File: config.mk
export PLATFORM = sky130hd
export DESIGN_NAME = rat_in_maze_gen_flat
export DESIGN_NICKNAME = d
export VERILOG_FILES = /design/src/rtl/rat_in_maze_gen_if.sv /design/src/rtl/rat_in_maze_gen.sv /design/src/flat_wrapper.sv
export SDC_FILE = /design/constraint.sdc
export NUM_CORES = 2
export LEC_CHECK = 0
export BUFFER_PORTS_ARGS = -buffer_cell sky130_fd_sc_hd__buf_2
export CAP_MARGIN = 40
export CORE_ASPECT_RATIO = 1.75
export CORE_MARGIN = 4
export CORE_UTILIZATION = 60
export DETAILED_ROUTE_END_ITERATION = 8
export GPL_TIMING_DRIVEN = 0
export PLACE_DENSITY_LB_ADDON = 0.12
export SLEW_MARGIN = 10
export SYNTH_ARGS = -nofsm -noshare
export SYNTH_HDL_FRONTEND = slang
export SYNTH_SLANG_ARGS = --single-unit
File: constraint.sdc
create_clock -name clk -period 12.35 [get_ports clk]
set_clock_uncertainty 0.2 [all_clocks]
set_input_delay 1.8525 -clock clk [delete_from_list [all_inputs] [get_ports clk]]
set_output_delay 1.8525 -clock clk [all_outputs]
set_load 0.1 [all_outputs]
File: src/rtl/rat_in_maze_gen_if.sv
// Command, status, replay and wall-memory signals of the DFS maze solver.
// The solver attaches through the slave modport; the controlling side uses master.
interface rat_in_maze_gen_if #(
    parameter int COORD_W     = 4,
    parameter int STACK_DEPTH = 256
);
    localparam int SP_W = $clog2(STACK_DEPTH + 1);

    logic                 start;
    logic                 run;
    logic [COORD_W-1:0]   start_x;
    logic [COORD_W-1:0]   start_y;
    logic [COORD_W-1:0]   goal_x;
    logic [COORD_W-1:0]   goal_y;
    logic                 mem_rd;
    logic [2*COORD_W-1:0] mem_addr;
    logic                 mem_dout;
    logic                 busy;
    logic                 done;
    logic                 fail;
    logic                 overflow;
    logic [COORD_W-1:0]   x_o;
    logic [COORD_W-1:0]   y_o;
    logic [SP_W-1:0]      path_len;
    logic [1:0]           move;
    logic                 move_valid;
    logic                 replay_done;

    modport master (
        output start, run, start_x, start_y, goal_x, goal_y, mem_dout,
        input  mem_rd, mem_addr, busy, done, fail, overflow, x_o, y_o,
               path_len, move, move_valid, replay_done
    );

    modport slave (
        input  start, run, start_x, start_y, goal_x, goal_y, mem_dout,
        output mem_rd, mem_addr, busy, done, fail, overflow, x_o, y_o,
               path_len, move, move_valid, replay_done
    );
endinterface

File: src/rtl/rat_in_maze_gen.sv
// DFS maze solver over an external 1-bit wall memory, with a move stack that
// records the current path and can be replayed one move per cycle.
module rat_in_maze_gen #(
    parameter int COORD_W     = 4,
    parameter int STACK_DEPTH = 256
) (
    input logic              clk,
    input logic              rst,
    rat_in_maze_gen_if.slave bus
);
    localparam int CELLS = 1 << (2 * COORD_W);
    localparam int SP_W  = $clog2(STACK_DEPTH + 1);
    localparam int IX_W  = (STACK_DEPTH > 1) ? $clog2(STACK_DEPTH) : 1;
    localparam logic [COORD_W-1:0] MAXC = '1;

    typedef enum logic [2:0] {IDLE, CHECK, WAIT, BACK, DONE, FAIL, REPLAY} state_t;
    state_t state, state_n;

    logic [COORD_W-1:0]   sx, sy, gx, gy, px, py, rx, ry;
    logic [2:0]           d;
    logic [SP_W-1:0]      sp, ri;
    logic [1:0]           stack [STACK_DEPTH];
    logic [CELLS-1:0]     visited;
    logic [2*COORD_W-1:0] addr_q;
    logic                 ovf;

    logic                 accept, probe, adv, push, pop, rp_start, rstep, ovf_set;
    logic [2*COORD_W-1:0] cand_xy, back_xy, rep_xy;
    logic                 cand_off;
    logic [1:0]           top, rmove;

    // Move encoding: 0=up(y-1) 1=right(x+1) 2=left(x-1) 3=down(y+1); 3-m is the reverse move.
    function automatic logic [2*COORD_W-1:0] step(input logic [COORD_W-1:0] x,
                                                  input logic [COORD_W-1:0] y,
                                                  input logic [1:0] m);
        logic [COORD_W-1:0] nx, ny;
        nx = x;
        ny = y;
        case (m)
            2'd0:    ny = y - COORD_W'(1);
            2'd1:    nx = x + COORD_W'(1);
            2'd2:    nx = x - COORD_W'(1);
            default: ny = y + COORD_W'(1);
        endcase
        return {ny, nx};
    endfunction

    function automatic logic off_grid(input logic [COORD_W-1:0] x,
                                      input logic [COORD_W-1:0] y,
                                      input logic [1:0] m);
        case (m)
            2'd0:    return y == '0;
            2'd1:    return x == MAXC;
            2'd2:    return x == '0;
            default: return y == MAXC;
        endcase
    endfunction

    assign cand_xy  = step(px, py, d[1:0]);
    assign cand_off = off_grid(px, py, d[1:0]);
    assign top      = stack[IX_W'(sp - SP_W'(1))];
    assign back_xy  = step(px, py, 2'd3 - top);
    assign rmove    = stack[ri[IX_W-1:0]];
    assign rep_xy   = step(rx, ry, rmove);

    always_ff @(posedge clk or posedge rst) begin
        if (rst) state <= IDLE;
        else     state <= state_n;
    end

    always_comb begin
        state_n  = state;
        accept   = 1'b0;
        probe    = 1'b0;
        adv      = 1'b0;
        push     = 1'b0;
        pop      = 1'b0;
        rp_start = 1'b0;
        rstep    = 1'b0;
        ovf_set  = 1'b0;
        case (state)
            CHECK:
                if (d == 3'd4) state_n = BACK;
                else if (cand_off || visited[cand_xy]) adv = 1'b1;
                else begin
                    probe   = 1'b1;
                    state_n = WAIT;
                end
            WAIT:
                if (bus.mem_dout) begin
                    adv     = 1'b1;
                    state_n = CHECK;
                end else if (sp == SP_W'(STACK_DEPTH)) begin
                    ovf_set = 1'b1;
                    state_n = FAIL;
                end else begin
                    push    = 1'b1;
                    state_n = (cand_xy == {gy, gx}) ? DONE : CHECK;
                end
            BACK:
                if (sp == '0) state_n = FAIL;
                else begin
                    pop     = 1'b1;
                    state_n = CHECK;
                end
            DONE:
                if (bus.run) begin
                    rp_start = 1'b1;
                    state_n  = REPLAY;
                end
            REPLAY:
                if (ri == sp) state_n = DONE;
                else          rstep   = 1'b1;
            default: ;
        endcase
        // A new start outranks run when both arrive in DONE.
        if ((state == IDLE || state == DONE || state == FAIL) && bus.start) begin
            accept   = 1'b1;
            rp_start = 1'b0;
            state_n  = ({bus.start_y, bus.start_x} == {bus.goal_y, bus.goal_x}) ? DONE : CHECK;
        end
    end

    always_ff @(posedge clk or posedge rst) begin
        if (rst) begin
            sx <= '0; sy <= '0; gx <= '0; gy <= '0;
            px <= '0; py <= '0; rx <= '0; ry <= '0;
            d <= '0; sp <= '0; ri <= '0;
            visited <= '0;
            addr_q  <= '0;
            ovf     <= 1'b0;
        end else begin
            if (accept) begin
                sx <= bus.start_x; sy <= bus.start_y;
                gx <= bus.goal_x;  gy <= bus.goal_y;
                px <= bus.start_x; py <= bus.start_y;
                d  <= '0;
                sp <= '0;
                ovf <= 1'b0;
                visited <= '0;
                visited[{bus.start_y, bus.start_x}] <= 1'b1;
            end
            if (adv)   d <= d + 3'd1;
            if (probe) addr_q <= cand_xy;
            if (push) begin
                sp <= sp + SP_W'(1);
                {py, px} <= cand_xy;
                visited[cand_xy] <= 1'b1;
                d <= '0;
            end
            // Visited marks stay set on backtrack so dead ends are never re-explored.
            if (pop) begin
                sp <= sp - SP_W'(1);
                {py, px} <= back_xy;
                d <= {1'b0, top} + 3'd1;
            end
            if (ovf_set) ovf <= 1'b1;
            if (rp_start) begin
                ri <= '0;
                rx <= sx;
                ry <= sy;
            end
            if (rstep) begin
                ri <= ri + SP_W'(1);
                {ry, rx} <= rep_xy;
            end
        end
    end

    always_ff @(posedge clk) begin
        if (push) stack[sp[IX_W-1:0]] <= d[1:0];
    end

    assign bus.mem_rd      = probe;
    assign bus.mem_addr    = probe ? cand_xy : addr_q;
    assign bus.busy        = state inside {CHECK, WAIT, BACK};
    assign bus.done        = (state == DONE) || (state == REPLAY);
    assign bus.fail        = (state == FAIL);
    assign bus.overflow    = ovf;
    assign bus.path_len    = sp;
    assign bus.move_valid  = rstep;
    assign bus.move        = rstep ? rmove : 2'd0;
    assign bus.replay_done = (state == REPLAY) && (ri == sp);
    assign bus.x_o = rstep ? rep_xy[COORD_W-1:0] : ((state == REPLAY) ? rx : px);
    assign bus.y_o = rstep ? rep_xy[2*COORD_W-1:COORD_W] : ((state == REPLAY) ? ry : py);
endmodule

File: src/flat_wrapper.sv
// flat-port wrapper written by rule: the top's interface ports become plain ports
module rat_in_maze_gen_flat 
#(
    parameter int COORD_W     = 4,
    parameter int STACK_DEPTH = 256
)
  (clk, rst, bus_start, bus_run, bus_start_x, bus_start_y, bus_goal_x, bus_goal_y, bus_mem_dout, bus_mem_rd, bus_mem_addr, bus_busy, bus_done, bus_fail, bus_overflow, bus_x_o, bus_y_o, bus_path_len, bus_move, bus_move_valid, bus_replay_done);
  rat_in_maze_gen_if #(.COORD_W(COORD_W), .STACK_DEPTH(STACK_DEPTH)) bus_i ();
  input logic clk;
  input logic rst;
  input wire logic [$bits(bus_i.start)-1:0] bus_start;
  input wire logic [$bits(bus_i.run)-1:0] bus_run;
  input wire logic [$bits(bus_i.start_x)-1:0] bus_start_x;
  input wire logic [$bits(bus_i.start_y)-1:0] bus_start_y;
  input wire logic [$bits(bus_i.goal_x)-1:0] bus_goal_x;
  input wire logic [$bits(bus_i.goal_y)-1:0] bus_goal_y;
  input wire logic [$bits(bus_i.mem_dout)-1:0] bus_mem_dout;
  output wire logic [$bits(bus_i.mem_rd)-1:0] bus_mem_rd;
  output wire logic [$bits(bus_i.mem_addr)-1:0] bus_mem_addr;
  output wire logic [$bits(bus_i.busy)-1:0] bus_busy;
  output wire logic [$bits(bus_i.done)-1:0] bus_done;
  output wire logic [$bits(bus_i.fail)-1:0] bus_fail;
  output wire logic [$bits(bus_i.overflow)-1:0] bus_overflow;
  output wire logic [$bits(bus_i.x_o)-1:0] bus_x_o;
  output wire logic [$bits(bus_i.y_o)-1:0] bus_y_o;
  output wire logic [$bits(bus_i.path_len)-1:0] bus_path_len;
  output wire logic [$bits(bus_i.move)-1:0] bus_move;
  output wire logic [$bits(bus_i.move_valid)-1:0] bus_move_valid;
  output wire logic [$bits(bus_i.replay_done)-1:0] bus_replay_done;
  assign bus_i.start = bus_start;
  assign bus_i.run = bus_run;
  assign bus_i.start_x = bus_start_x;
  assign bus_i.start_y = bus_start_y;
  assign bus_i.goal_x = bus_goal_x;
  assign bus_i.goal_y = bus_goal_y;
  assign bus_i.mem_dout = bus_mem_dout;
  assign bus_mem_rd = bus_i.mem_rd;
  assign bus_mem_addr = bus_i.mem_addr;
  assign bus_busy = bus_i.busy;
  assign bus_done = bus_i.done;
  assign bus_fail = bus_i.fail;
  assign bus_overflow = bus_i.overflow;
  assign bus_x_o = bus_i.x_o;
  assign bus_y_o = bus_i.y_o;
  assign bus_path_len = bus_i.path_len;
  assign bus_move = bus_i.move;
  assign bus_move_valid = bus_i.move_valid;
  assign bus_replay_done = bus_i.replay_done;
  rat_in_maze_gen #(.COORD_W(COORD_W), .STACK_DEPTH(STACK_DEPTH)) u_core (.clk(clk), .rst(rst), .bus(bus_i));
endmodule
==> results.sh <==
export IMPL_clockBufferDepth=3
export IMPL_crit_chain="buf_2 > clkbuf_1 > inv_1 > ha_1 > mux2i_1 > a21oi_1 > clkbuf_1 > buf_2 > clkbuf_1 > o211ai_1 > a211oi_1 > o31ai_1 > o311ai_0 > a21oi_1 > nor4_1 > nand2_1 > buf_2 > o21ai_0 > buf_2"
export IMPL_syn_avg_cell_area_um2=13.83
export IMPL_drv_cap=0
export IMPL_worst_ir_drop_vdd_mv=0.1900
export IMPL_dieArea_um2=74690
export IMPL_final_nets=3346
export IMPL_numCtsBuffers=78
export IMPL_cts_max_level=3
export IMPL_firstDrtPassIters=9
export IMPL_place_hpwl_mm=128.4
export IMPL_grt_pass1_wl_mm=249.9
export IMPL_start_util_pct=60.48
export IMPL_worst_ep_arrival_time_ps=8630
export IMPL_first_iter_violations=5837
export IMPL_crit_top_cell="buf_2"
export IMPL_wl_mm=179.8
export IMPL_ant_nets=0
export IMPL_met2_wirelength_mm=83.89
export IMPL_die_h_um=358.6
export IMPL_drv_slew=0
export IMPL_hold_path_class="reg -> reg"
export IMPL_status="finished clean"
export IMPL_async_flop_share_pct=38.54
export IMPL_clkLatencyLatePin_ps=660
export IMPL_postCtsHoldBufs=0
export IMPL_clk_pin_slew_ps=60
export IMPL_drt_met1_wl_mm=47.66
export IMPL_path_max_fanout=10
export IMPL_min_to="u_core.sx[2]"
export IMPL_cts_tree="yes"
export IMPL_r2r_slack_ps=4530
export IMPL_startpoint_type="flop"
export IMPL_max_slew_margin_pct=26.93
export IMPL_syn_to_final_growth_pct=13.10
export IMPL_gp_congestion=1.074
export IMPL_max_freq_ghz=0.09357
export IMPL_vias=33330
export IMPL_min_path_cells=2
export IMPL_final_common_cell="edfxtp_1"
export IMPL_synth_cell_area_um2=42130
export IMPL_grt_max_degree=114
export IMPL_cp_end_kind="output pin"
export IMPL_root_buffer="clkbuf_16"
export IMPL_leakage_nw=16.61
export IMPL_hp_start="u_core.sx[2]"
export IMPL_fin_util_pct=68.40
export IMPL_track_usage_pct=48.03
export IMPL_drive_above_1_share_pct=22.35
export IMPL_grt_pass1_vias=33430
export IMPL_antenna_found_initial=14
export IMPL_cts_resized=0
export IMPL_crit_path_max_incr_delay_ps=830
export IMPL_hold_violations=0
export IMPL_vias_per_cell=7.799
export IMPL_post_cts_buffers=0
export IMPL_coreArea_um2=69670
export IMPL_syn_inst=3046
export IMPL_r2r_cells=18
export IMPL_grt_overflow_total=0
export IMPL_io_pin_count=55
export IMPL_cp_slowest_cell="nor4_1"
export IMPL_power_density_nw_per_um2=284.6
export IMPL_rsz0062_at_grt="false"
export IMPL_setup_viol=0
export IMPL_ys_seq_area_share_pct=55.56
export IMPL_worst_pin_slew_ps=1096
export IMPL_critPathKind="reg -> out"
export IMPL_period_share_pct=86.53
export IMPL_top_layer="met5"
export IMPL_wl_met3_mm=20.96
export IMPL_yosys_warnings=0
export IMPL_die_w_um=208.3
export IMPL_syn_num_nets=3094
export IMPL_finalCriticalPeriod_ps=10690
export IMPL_synthFlopType="edfxtp_1"
export IMPL_required_ps=10300
export IMPL_placed_area_um2=45010
export IMPL_clock_sinks=833
export IMPL_ys_ff_latch=833
export IMPL_final_cell_mix="edfxtp_1 (512), mux4_2 (385), nor2_1 (337), dfrtp_1 (319), o21ai_0 (292)"
export IMPL_worstReg2RegStart="u_core.px[0]"
export IMPL_port_buffers=49
export IMPL_fin_area_um2=47650
export IMPL_synth_edf_count=512
export IMPL_num_rows=128
export IMPL_worstReg2RegEnd="u_core.addr_q[6]"
export IMPL_synthDistinctLibCells=71
export IMPL_wl_per_cell_um=42.08
export IMPL_drc_errors=0
-- cell usage after synthesis, types with 15 or more instances --
| master | count | area share, % |
|---|---|---|
| nor3_1 | 40 | 0.48 |
| nand3_1 | 39 | 0.46 |
| buf_1 | 37 | 0.33 |
| a21oi_1 | 45 | 0.53 |
| xor2_1 | 21 | 0.44 |
| a22oi_1 | 234 | 4.2 |
| dfrtp_1 | 321 | 19 |
| mux2i_1 | 34 | 0.81 |
| mux4_2 | 385 | 21 |
| nor2_1 | 337 | 3.0 |
| o221ai_1 | 15 | 0.31 |
| nand2_1 | 203 | 1.8 |
| o21ai_0 | 292 | 3.5 |
| ha_1 | 25 | 0.74 |
| edfxtp_1 | 512 | 36 |
| inv_1 | 30 | 0.27 |
| clkbuf_1 | 228 | 2.0 |
| xnor2_1 | 24 | 0.50 |
-- logic make-up after synthesis --
group           after synthesis  share of synthesized area, %
xor+xnor                     45                        0.9354
fa+ha+maj                    27                        0.8374
simple gates                701                         7.047
flops                       833                         55.56
buf+inv                     309                         2.815
compound gates              693                         10.56
mux                         438                         22.25
-- critical path: cells and delay by family (launching register included) --
kind / cells / cell delay (ps)
compound gates: 7 / 2160
fa+ha+maj: 1 / 440
buf+inv: 8 / 3610
flops: 1 / 340
mux: 1 / 160
simple gates: 2 / 1230
-- through the flow --
stage               cells  setup slack (ps)  hold slack (ps)  power [mW]  setup TNS (ps)
global placement     4005             -2797            266.2       10.32         -628420
floorplan            3046             860.6            245.6       7.666               0
global route         4271              1529            313.1       13.69               0
CTS                  4260              1918            290.0       13.10               0
detailed placement   4118              2610            271.2       10.65               0
finish               4274              1663            289.4       13.56               0
-- per-layer routing --
metal  vias to the layer above  global-route usage, %
li1                      12540                      -
met3                      1311                  14.72
met1                     16230                  47.12
met2                      3243                  76.77
met4                        10                  51.91
met5                         -                      0
-- registers in the layout (all words and copies together), names as in the netlist --
register	count
u_core.stack	512
u_core.bus.overflow	1
u_core.addr_q	8
u_core.sx	4
u_core.ri	9
u_core.ry	4
u_core.rx	4
u_core.state	3
u_core.sy	4
u_core.gx	4
u_core.py	4
u_core.px	4
u_core.bus.path_len	9
u_core.d	3
u_core.gy	4
u_core.visited	256
-- worst max path at each step --
stage	slack, ps	cells after the start	startpoint	endpoint
2_1_floorplan	860	17	u_core.d[1]	bus_mem_addr[0]
3_3_place_gp	-2800	17	u_core.d[1]	bus_mem_addr[3]
3_5_place_dp	2610	18	u_core.px[0]	bus_mem_addr[6]
4_1_cts	1920	18	u_core.px[0]	bus_mem_addr[6]
5_1_grt	1530	19	u_core.px[0]	bus_mem_addr[5]
6_report	1660	19	u_core.px[0]	bus_mem_addr[6]
-- where the power goes --
group          internal [mW]  switching [mW]
logic                   2.51            5.17
clock network           1.35            1.12
registers               3.27           0.134
-- final cells by class --
class	count	area, µm²
inverters	32	127.6
repair buffers	172	1742
flip-flops and latches	833	23420
multi-input cells	1904	17570
clock inverters	39	406.6
plain buffers	277	1112
well taps	910	1139
clock buffers	103	2131
fillers	4945	22010
diodes	4	10.01
Note: power is estimated with default switching activity, not from simulation.
